==> src/rtl/muldiv_unit_if.sv <==
// Request/response bundle between the execute stage and the iterative multiply/divide unit.
// The execute stage is the master; muldiv_unit is the slave.
interface muldiv_unit_if #(
  parameter int XLEN = 32
);
  logic            En;
  logic            Start;
  logic [2:0]      Op;
  logic [XLEN-1:0] DataA;
  logic [XLEN-1:0] DataB;
  logic            Busy;
  logic            Done;
  logic [XLEN-1:0] Result;

  modport master (
    output En, Start, Op, DataA, DataB,
    input  Busy, Done, Result
  );

  modport slave (
    input  En, Start, Op, DataA, DataB,
    output Busy, Done, Result
  );
endinterface

==> src/rtl/muldiv_unit.sv <==
// Iterative RV32M multiply/divide: radix-2 shift/add multiply and restoring divide on
// operand magnitudes, with the sign applied once at the end. Fixed latency for every op.
module muldiv_unit #(
  parameter int XLEN  = 32,
  parameter int CNT_W = 6
) (
  input  logic         Clk,
  input  logic         Rst_n,
  muldiv_unit_if.slave bus
);

  typedef enum logic [1:0] {
    S_IDLE,
    S_CALC,
    S_FIXUP,
    S_DONE
  } state_t;

  state_t            state_q, state_d;
  logic [CNT_W-1:0]  cnt_q, cnt_d;
  logic [2:0]        op_q, op_d;
  logic [XLEN-1:0]   a_mag_q, a_mag_d;
  logic [XLEN-1:0]   b_mag_q, b_mag_d;
  logic [XLEN-1:0]   hi_q, hi_d;
  logic [XLEN-1:0]   lo_q, lo_d;
  logic              neg_q, neg_d;
  logic              rem_neg_q, rem_neg_d;
  logic [XLEN-1:0]   result_q, result_d;

  // Operand conditioning at acceptance
  logic              signed_a, signed_b;
  logic              a_neg, b_neg;
  logic [XLEN-1:0]   a_abs, b_abs;

  always_comb begin
    signed_a = (bus.Op == 3'd1) || (bus.Op == 3'd2) || (bus.Op == 3'd4) || (bus.Op == 3'd6);
    signed_b = (bus.Op == 3'd1) || (bus.Op == 3'd4) || (bus.Op == 3'd6);
    a_neg    = signed_a && bus.DataA[XLEN-1];
    b_neg    = signed_b && bus.DataB[XLEN-1];
    // 0x80000000 negates to itself, which read unsigned is exactly 2^31.
    a_abs    = a_neg ? ({XLEN{1'b0}} - bus.DataA) : bus.DataA;
    b_abs    = b_neg ? ({XLEN{1'b0}} - bus.DataB) : bus.DataB;
  end

  // One multiply step: conditional add into the high half, then shift the pair right
  logic [XLEN:0]     mul_sum;
  logic [XLEN-1:0]   mul_hi, mul_lo;

  always_comb begin
    mul_sum = {1'b0, hi_q} + (lo_q[0] ? {1'b0, a_mag_q} : {(XLEN+1){1'b0}});
    mul_hi  = mul_sum[XLEN:1];
    mul_lo  = {mul_sum[0], lo_q[XLEN-1:1]};
  end

  // One restoring divide step; hi holds the remainder, lo shifts dividend out and quotient in
  logic [XLEN:0]     div_shift;
  logic              div_ge;
  logic [XLEN-1:0]   div_hi, div_lo;

  always_comb begin
    div_shift = {hi_q, lo_q[XLEN-1]};
    div_ge    = (div_shift >= {1'b0, b_mag_q});
    div_hi    = div_ge ? (div_shift[XLEN-1:0] - b_mag_q) : div_shift[XLEN-1:0];
    div_lo    = {lo_q[XLEN-2:0], div_ge};
  end

  // Sign fixup and result selection
  logic [2*XLEN-1:0] prod_s;
  logic [XLEN-1:0]   quo_s, rem_s, fix_result;

  always_comb begin
    prod_s = neg_q ? -{hi_q, lo_q} : {hi_q, lo_q};
    quo_s  = neg_q ? -lo_q : lo_q;
    rem_s  = rem_neg_q ? -hi_q : hi_q;
    case (op_q)
      3'd0:                fix_result = prod_s[XLEN-1:0];
      3'd1, 3'd2, 3'd3:    fix_result = prod_s[2*XLEN-1:XLEN];
      3'd4, 3'd5:          fix_result = quo_s;
      default:             fix_result = rem_s;
    endcase
  end

  always_comb begin
    state_d   = state_q;
    cnt_d     = cnt_q;
    op_d      = op_q;
    a_mag_d   = a_mag_q;
    b_mag_d   = b_mag_q;
    hi_d      = hi_q;
    lo_d      = lo_q;
    neg_d     = neg_q;
    rem_neg_d = rem_neg_q;
    result_d  = result_q;
    if (bus.En) begin
      case (state_q)
        S_IDLE: begin
          if (bus.Start) begin
            state_d   = S_CALC;
            cnt_d     = '0;
            op_d      = bus.Op;
            a_mag_d   = a_abs;
            b_mag_d   = b_abs;
            // A zero divisor yields an all-ones quotient regardless of signs.
            neg_d     = bus.Op[2] ? ((a_neg ^ b_neg) && (bus.DataB != '0)) : (a_neg ^ b_neg);
            rem_neg_d = a_neg;
            hi_d      = '0;
            lo_d      = bus.Op[2] ? a_abs : b_abs;
          end
        end
        S_CALC: begin
          cnt_d = cnt_q + 1'b1;
          if (op_q[2]) begin
            hi_d = div_hi;
            lo_d = div_lo;
          end else begin
            hi_d = mul_hi;
            lo_d = mul_lo;
          end
          if (cnt_q == CNT_W'(XLEN-1)) begin
            state_d = S_FIXUP;
          end
        end
        S_FIXUP: begin
          result_d = fix_result;
          state_d  = S_DONE;
        end
        S_DONE: begin
          state_d = S_IDLE;
        end
        default: begin
          state_d = S_IDLE;
        end
      endcase
    end
  end

  always_ff @(posedge Clk) begin
    if (!Rst_n) begin
      state_q   <= S_IDLE;
      cnt_q     <= '0;
      op_q      <= '0;
      a_mag_q   <= '0;
      b_mag_q   <= '0;
      hi_q      <= '0;
      lo_q      <= '0;
      neg_q     <= 1'b0;
      rem_neg_q <= 1'b0;
      result_q  <= '0;
    end else begin
      state_q   <= state_d;
      cnt_q     <= cnt_d;
      op_q      <= op_d;
      a_mag_q   <= a_mag_d;
      b_mag_q   <= b_mag_d;
      hi_q      <= hi_d;
      lo_q      <= lo_d;
      neg_q     <= neg_d;
      rem_neg_q <= rem_neg_d;
      result_q  <= result_d;
    end
  end

  assign bus.Busy   = (state_q == S_CALC) || (state_q == S_FIXUP);
  assign bus.Done   = (state_q == S_DONE);
  assign bus.Result = result_q;

endmodule

==> src/flat_wrapper.sv <==
// flat-port wrapper written by rule: the top's interface ports become plain ports
module muldiv_unit_flat 
#(
  parameter int XLEN  = 32,
  parameter int CNT_W = 6
)
  (Clk, Rst_n, bus_En, bus_Start, bus_Op, bus_DataA, bus_DataB, bus_Busy, bus_Done, bus_Result);
  muldiv_unit_if #(.XLEN(XLEN)) bus_i ();
  input  logic Clk;
  input  logic Rst_n;
  input wire logic [$bits(bus_i.En)-1:0] bus_En;
  input wire logic [$bits(bus_i.Start)-1:0] bus_Start;
  input wire logic [$bits(bus_i.Op)-1:0] bus_Op;
  input wire logic [$bits(bus_i.DataA)-1:0] bus_DataA;
  input wire logic [$bits(bus_i.DataB)-1:0] bus_DataB;
  output wire logic [$bits(bus_i.Busy)-1:0] bus_Busy;
  output wire logic [$bits(bus_i.Done)-1:0] bus_Done;
  output wire logic [$bits(bus_i.Result)-1:0] bus_Result;
  assign bus_i.En = bus_En;
  assign bus_i.Start = bus_Start;
  assign bus_i.Op = bus_Op;
  assign bus_i.DataA = bus_DataA;
  assign bus_i.DataB = bus_DataB;
  assign bus_Busy = bus_i.Busy;
  assign bus_Done = bus_i.Done;
  assign bus_Result = bus_i.Result;
  muldiv_unit #(.XLEN(XLEN), .CNT_W(CNT_W)) u_core (.Clk(Clk), .Rst_n(Rst_n), .bus(bus_i));
endmodule
==> config.mk <==
export PLATFORM = sky130hd
export DESIGN_NAME = muldiv_unit_flat
export DESIGN_NICKNAME = d
export VERILOG_FILES = /design/src/rtl/muldiv_unit_if.sv /design/src/rtl/muldiv_unit.sv /design/src/flat_wrapper.sv
export SDC_FILE = /design/constraint.sdc
export NUM_CORES = 1
export LEC_CHECK = 0
export BUFFER_PORTS_ARGS = -buffer_cell sky130_fd_sc_hd__buf_4
export CAP_MARGIN = 10
export CORE_MARGIN = 1
export CORE_UTILIZATION = 63
export DETAILED_ROUTE_END_ITERATION = 10
export GPL_ROUTABILITY_DRIVEN = 0
export PLACE_DENSITY = 0.83
export SLEW_MARGIN = 20
export SYNTH_ARGS = -nofsm -noshare
export SYNTH_HDL_FRONTEND = slang
export SYNTH_SLANG_ARGS = --single-unit
==> constraint.sdc <==
create_clock -name Clk -period 3.9 [get_ports Clk]
set_input_delay 0.39 -clock Clk [delete_from_list [all_inputs] [get_ports Clk]]
set_output_delay 0.39 -clock Clk [all_outputs]
set_load 0.02 [all_outputs]
==> flow_summary.json <==
{
  "run_status": "finished clean",
  "synth-edff-count": 0,
  "cts_hold_buf": 0,
  "min_delay_path_depth": 3,
  "ys.warnings.count": 0,
  "power_leakage_uw": 0.007291,
  "post_synth_num_cell_types": 77,
  "met1_length_mm": 20.39,
  "clkSlewWorstSetupHoldPaths_ns": 0.08,
  "max-cap-violations": 0,
  "largest_net_degree_at_the_start_of_global_routing": 81,
  "finalSetupViolations": 0,
  "drive_gt1_share_pct": 11.94,
  "antenna_diode_count": 0,
  "slew_headroom_pct": 26.12,
  "die_w_um": 157.2,
  "powerDensity_nw_per_um2": 338.0,
  "finalPower_uw": 5661,
  "cp.required_ns": 4.22,
  "wl_per_cell_um": 22.18,
  "largest_fanout_on_the_critical_path": 7,
  "async_flop_share_pct": 0,
  "critical_path.reg2reg.startpoint": "u_core.lo_q[31]",
  "drc": 0,
  "initial_core_util_pct": 64.43,
  "register_area_share_after_synthesis_pct": 22.83,
  "top_layer": "met4",
  "grt_use_total_pct": 42.29,
  "coreArea_um2": 23540,
  "rr_endpoint": "u_core.hi_q[28]",
  "hold-path-endpoint": "u_core.op_q[1]",
  "via_count_of_the_first_global_routing_pass": 14520,
  "min-delay-start": "bus_Op[1]",
  "ys.flop_type": "dfxtp_1",
  "fp.dieH_um": 157.2,
  "synth_top_area_share_pct": 22.83,
  "finalHoldViolations": 0,
  "tritoncts": "done",
  "synth_area_leader_cell": "dfxtp_1",
  "rsz0062_at_grt": "false",
  "critical_path_class": "reg2reg",
  "period_share_pct": 94.72,
  "wl_met2_mm": 21.13,
  "max-clock-path-buffers": 2,
  "hpwl_mm": 38.85,
  "total_number_of_vias": 16530,
  "grt_remaining_overflow": 0,
  "io_pins": 105,
  "postRouteWirelength_mm": 52.79,
  "firstDrtPassIters": 9,
  "cts.repair_timing.setup_buffer_count": 0,
  "post_cts_resized": 0,
  "r2r.worst_path.cells": 13,
  "top_cells_by_area_synth": "dfxtp_1 23%, a21oi_1 6.3%, xnor2_1 6.1%",
  "crit_start": "u_core.lo_q[31]",
  "synth_fp_nets": 2176,
  "tns_ns": 0,
  "clock_sink_count": 173,
  "worst_pin_slew_ns": 1.107,
  "floorplan.rows": 56,
  "cts.htree.levels": 4,
  "design.die.area_um2": 24700,
  "clk_root_buffer_cell": "clkbuf_16",
  "layout-area-overhead-vs-synth_pct": 10.43,
  "wl_met3_mm": 7.215,
  "synthesis.instances": 2030,
  "finalNetCount": 2194,
  "syn_area_per_cell_um2": 7.472,
  "first_iter_violations": 2603,
  "endpoint_kind": "flop",
  "clock_latency_ns": 0.45,
  "initial_antenna_violation_count": 0,
  "worst_ir_drop_on_vdd_uv": 268.7,
  "timing.final.max_slew_violations": 0,
  "hp-class": "in2reg",
  "r2r_slack_ns": 0.21,
  "cp.arrival_ns": 4.02,
  "detail_route.vias_per_cell": 6.945,
  "clk_skew_ns": 0.01903,
  "cts_made_buffers": 17,
  "wire_length_of_the_first_global_routing_pass_mm": 80.11,
  "post_synth_instance_area_um2": 15170,
  "finalWorstPathRequiredPeriod_ns": 3.694,
  "port_buffer_count": 104,
  "synth.ff_latch_count": 173,
  "clock.fmax_ghz": 0.2707,
  "worst_setup_path_start_kind": "flop",
  "drtAntennaViolNets": 0
}
where the power goes:
part           internal [µW]  switching, µW  leakage (µW)  total, µW
clock                    982            876      0.000303       1860
combinational            656           1100       0.00558       1760
sequential              1880            162       0.00141       2040
kinds of logic (layout without fill, tap and decap cells):
logic type	after synthesis	after routing	synth area share, %
xor gates and xnor gates	192	192	11.09
AOI/OAI and AO/OA	677	677	29.14
muxes	59	59	4.100
and+or+nand+nor	641	641	21.16
buffers and inverters	213	244	5.395
DFF	173	173	22.83
adders and majority gates	75	75	6.286
cell type report:
cell class / count / area [µm²]
fill: 1894 / 6793
sequential: 173 / 3466
tap: 319 / 399.1
timing repair buffer: 152 / 1141
clock inverter: 15 / 198.9
inverter: 60 / 225.2
clock buffer: 17 / 425.4
multi-input combinational: 1644 / 10890
layout by cell type (no fill, tap or decap), types with 49 or more instances in the layout:
cell and instances:
nand2_1 223, a21oi_1 191, dfxtp_1 171, o21ai_0 160
buf_4 152, nor2_1 132, xnor2_1 106, xor2_1 86
ha_1 72, inv_1 60, o211a_1 49
stage by stage:
step | area [µm²] | std cells | worst slack (ns) | utilization [%] | hold WS [ns]
6_report | 16750 | 2380 | 0.2057 | 71.15 | 0.2127
5_1_grt | 16750 | 2380 | 0.1719 | 71.15 | 0.2281
4_1_cts | 16750 | 2380 | 0.3627 | 71.15 | 0.2173
3_5_place_dp | 16130 | 2348 | 0.3550 | 68.49 | 0.4443
3_3_place_gp | 16130 | 2348 | 0.4805 | 68.49 | 0.4416
2_1_floorplan | 15170 | 2030 | 0.7097 | - | 0.4317
per-layer routing:
metal / vias up / global-route usage, %
li1: 7432 / -
met1: 7587 / 56.38
met2: 1247 / 59.76
met3: 263 / 10.74
met4: 0 / 28.16
met5: - / 0
sequential cells by signal, summed over array words and instances (netlist names):
signal / flops
u_core.rem_neg_q: 1
u_core.a_mag_q: 32
u_core.bus.Result: 32
u_core.state_q: 2
u_core.hi_q: 32
u_core.cnt_q: 6
u_core.op_q: 3
u_core.neg_q: 1
u_core.lo_q: 32
u_core.b_mag_q: 32
worst max-delay path, stage by stage (launching register included):
cell	delay (ns)
dfxtp_1	0.37
inv_1	0.13
ha_1	0.18
inv_1	0.06
fa_1	0.41
a21o_1	0.19
a221oi_1	0.53
o21ai_0	0.29
a21oi_1	0.19
o211ai_1	0.22
a41oi_1	0.37
xnor2_1	0.12
a211oi_1	0.37
o21ai_0	0.14
cell usage after synthesis, types with 21 or more instances:
master / number
a211oi_1: 27
xor2_1: 86
ha_1: 73
o211a_1: 49
a21oi_1: 191
nor2_1: 132
nor3_1: 39
mux2i_1: 34
dfxtp_1: 173
clkbuf_1: 129
o21ai_0: 160
a21o_1: 37
xnor2_1: 106
o211ai_1: 26
nor2b_1: 21
o31ai_1: 25
mux2_2: 25
inv_1: 60
and2_1: 42
nand3_1: 34
nand2_1: 223
worst max path at each step:
stage	endpoint	depth (start not counted)
2_1_floorplan	u_core.hi_q[27]	15
3_3_place_gp	u_core.hi_q[28]	13
3_5_place_dp	u_core.hi_q[28]	13
4_1_cts	u_core.hi_q[28]	13
5_1_grt	u_core.hi_q[28]	13
6_report	u_core.hi_q[28]	13
(Power assumes the default switching activity.)
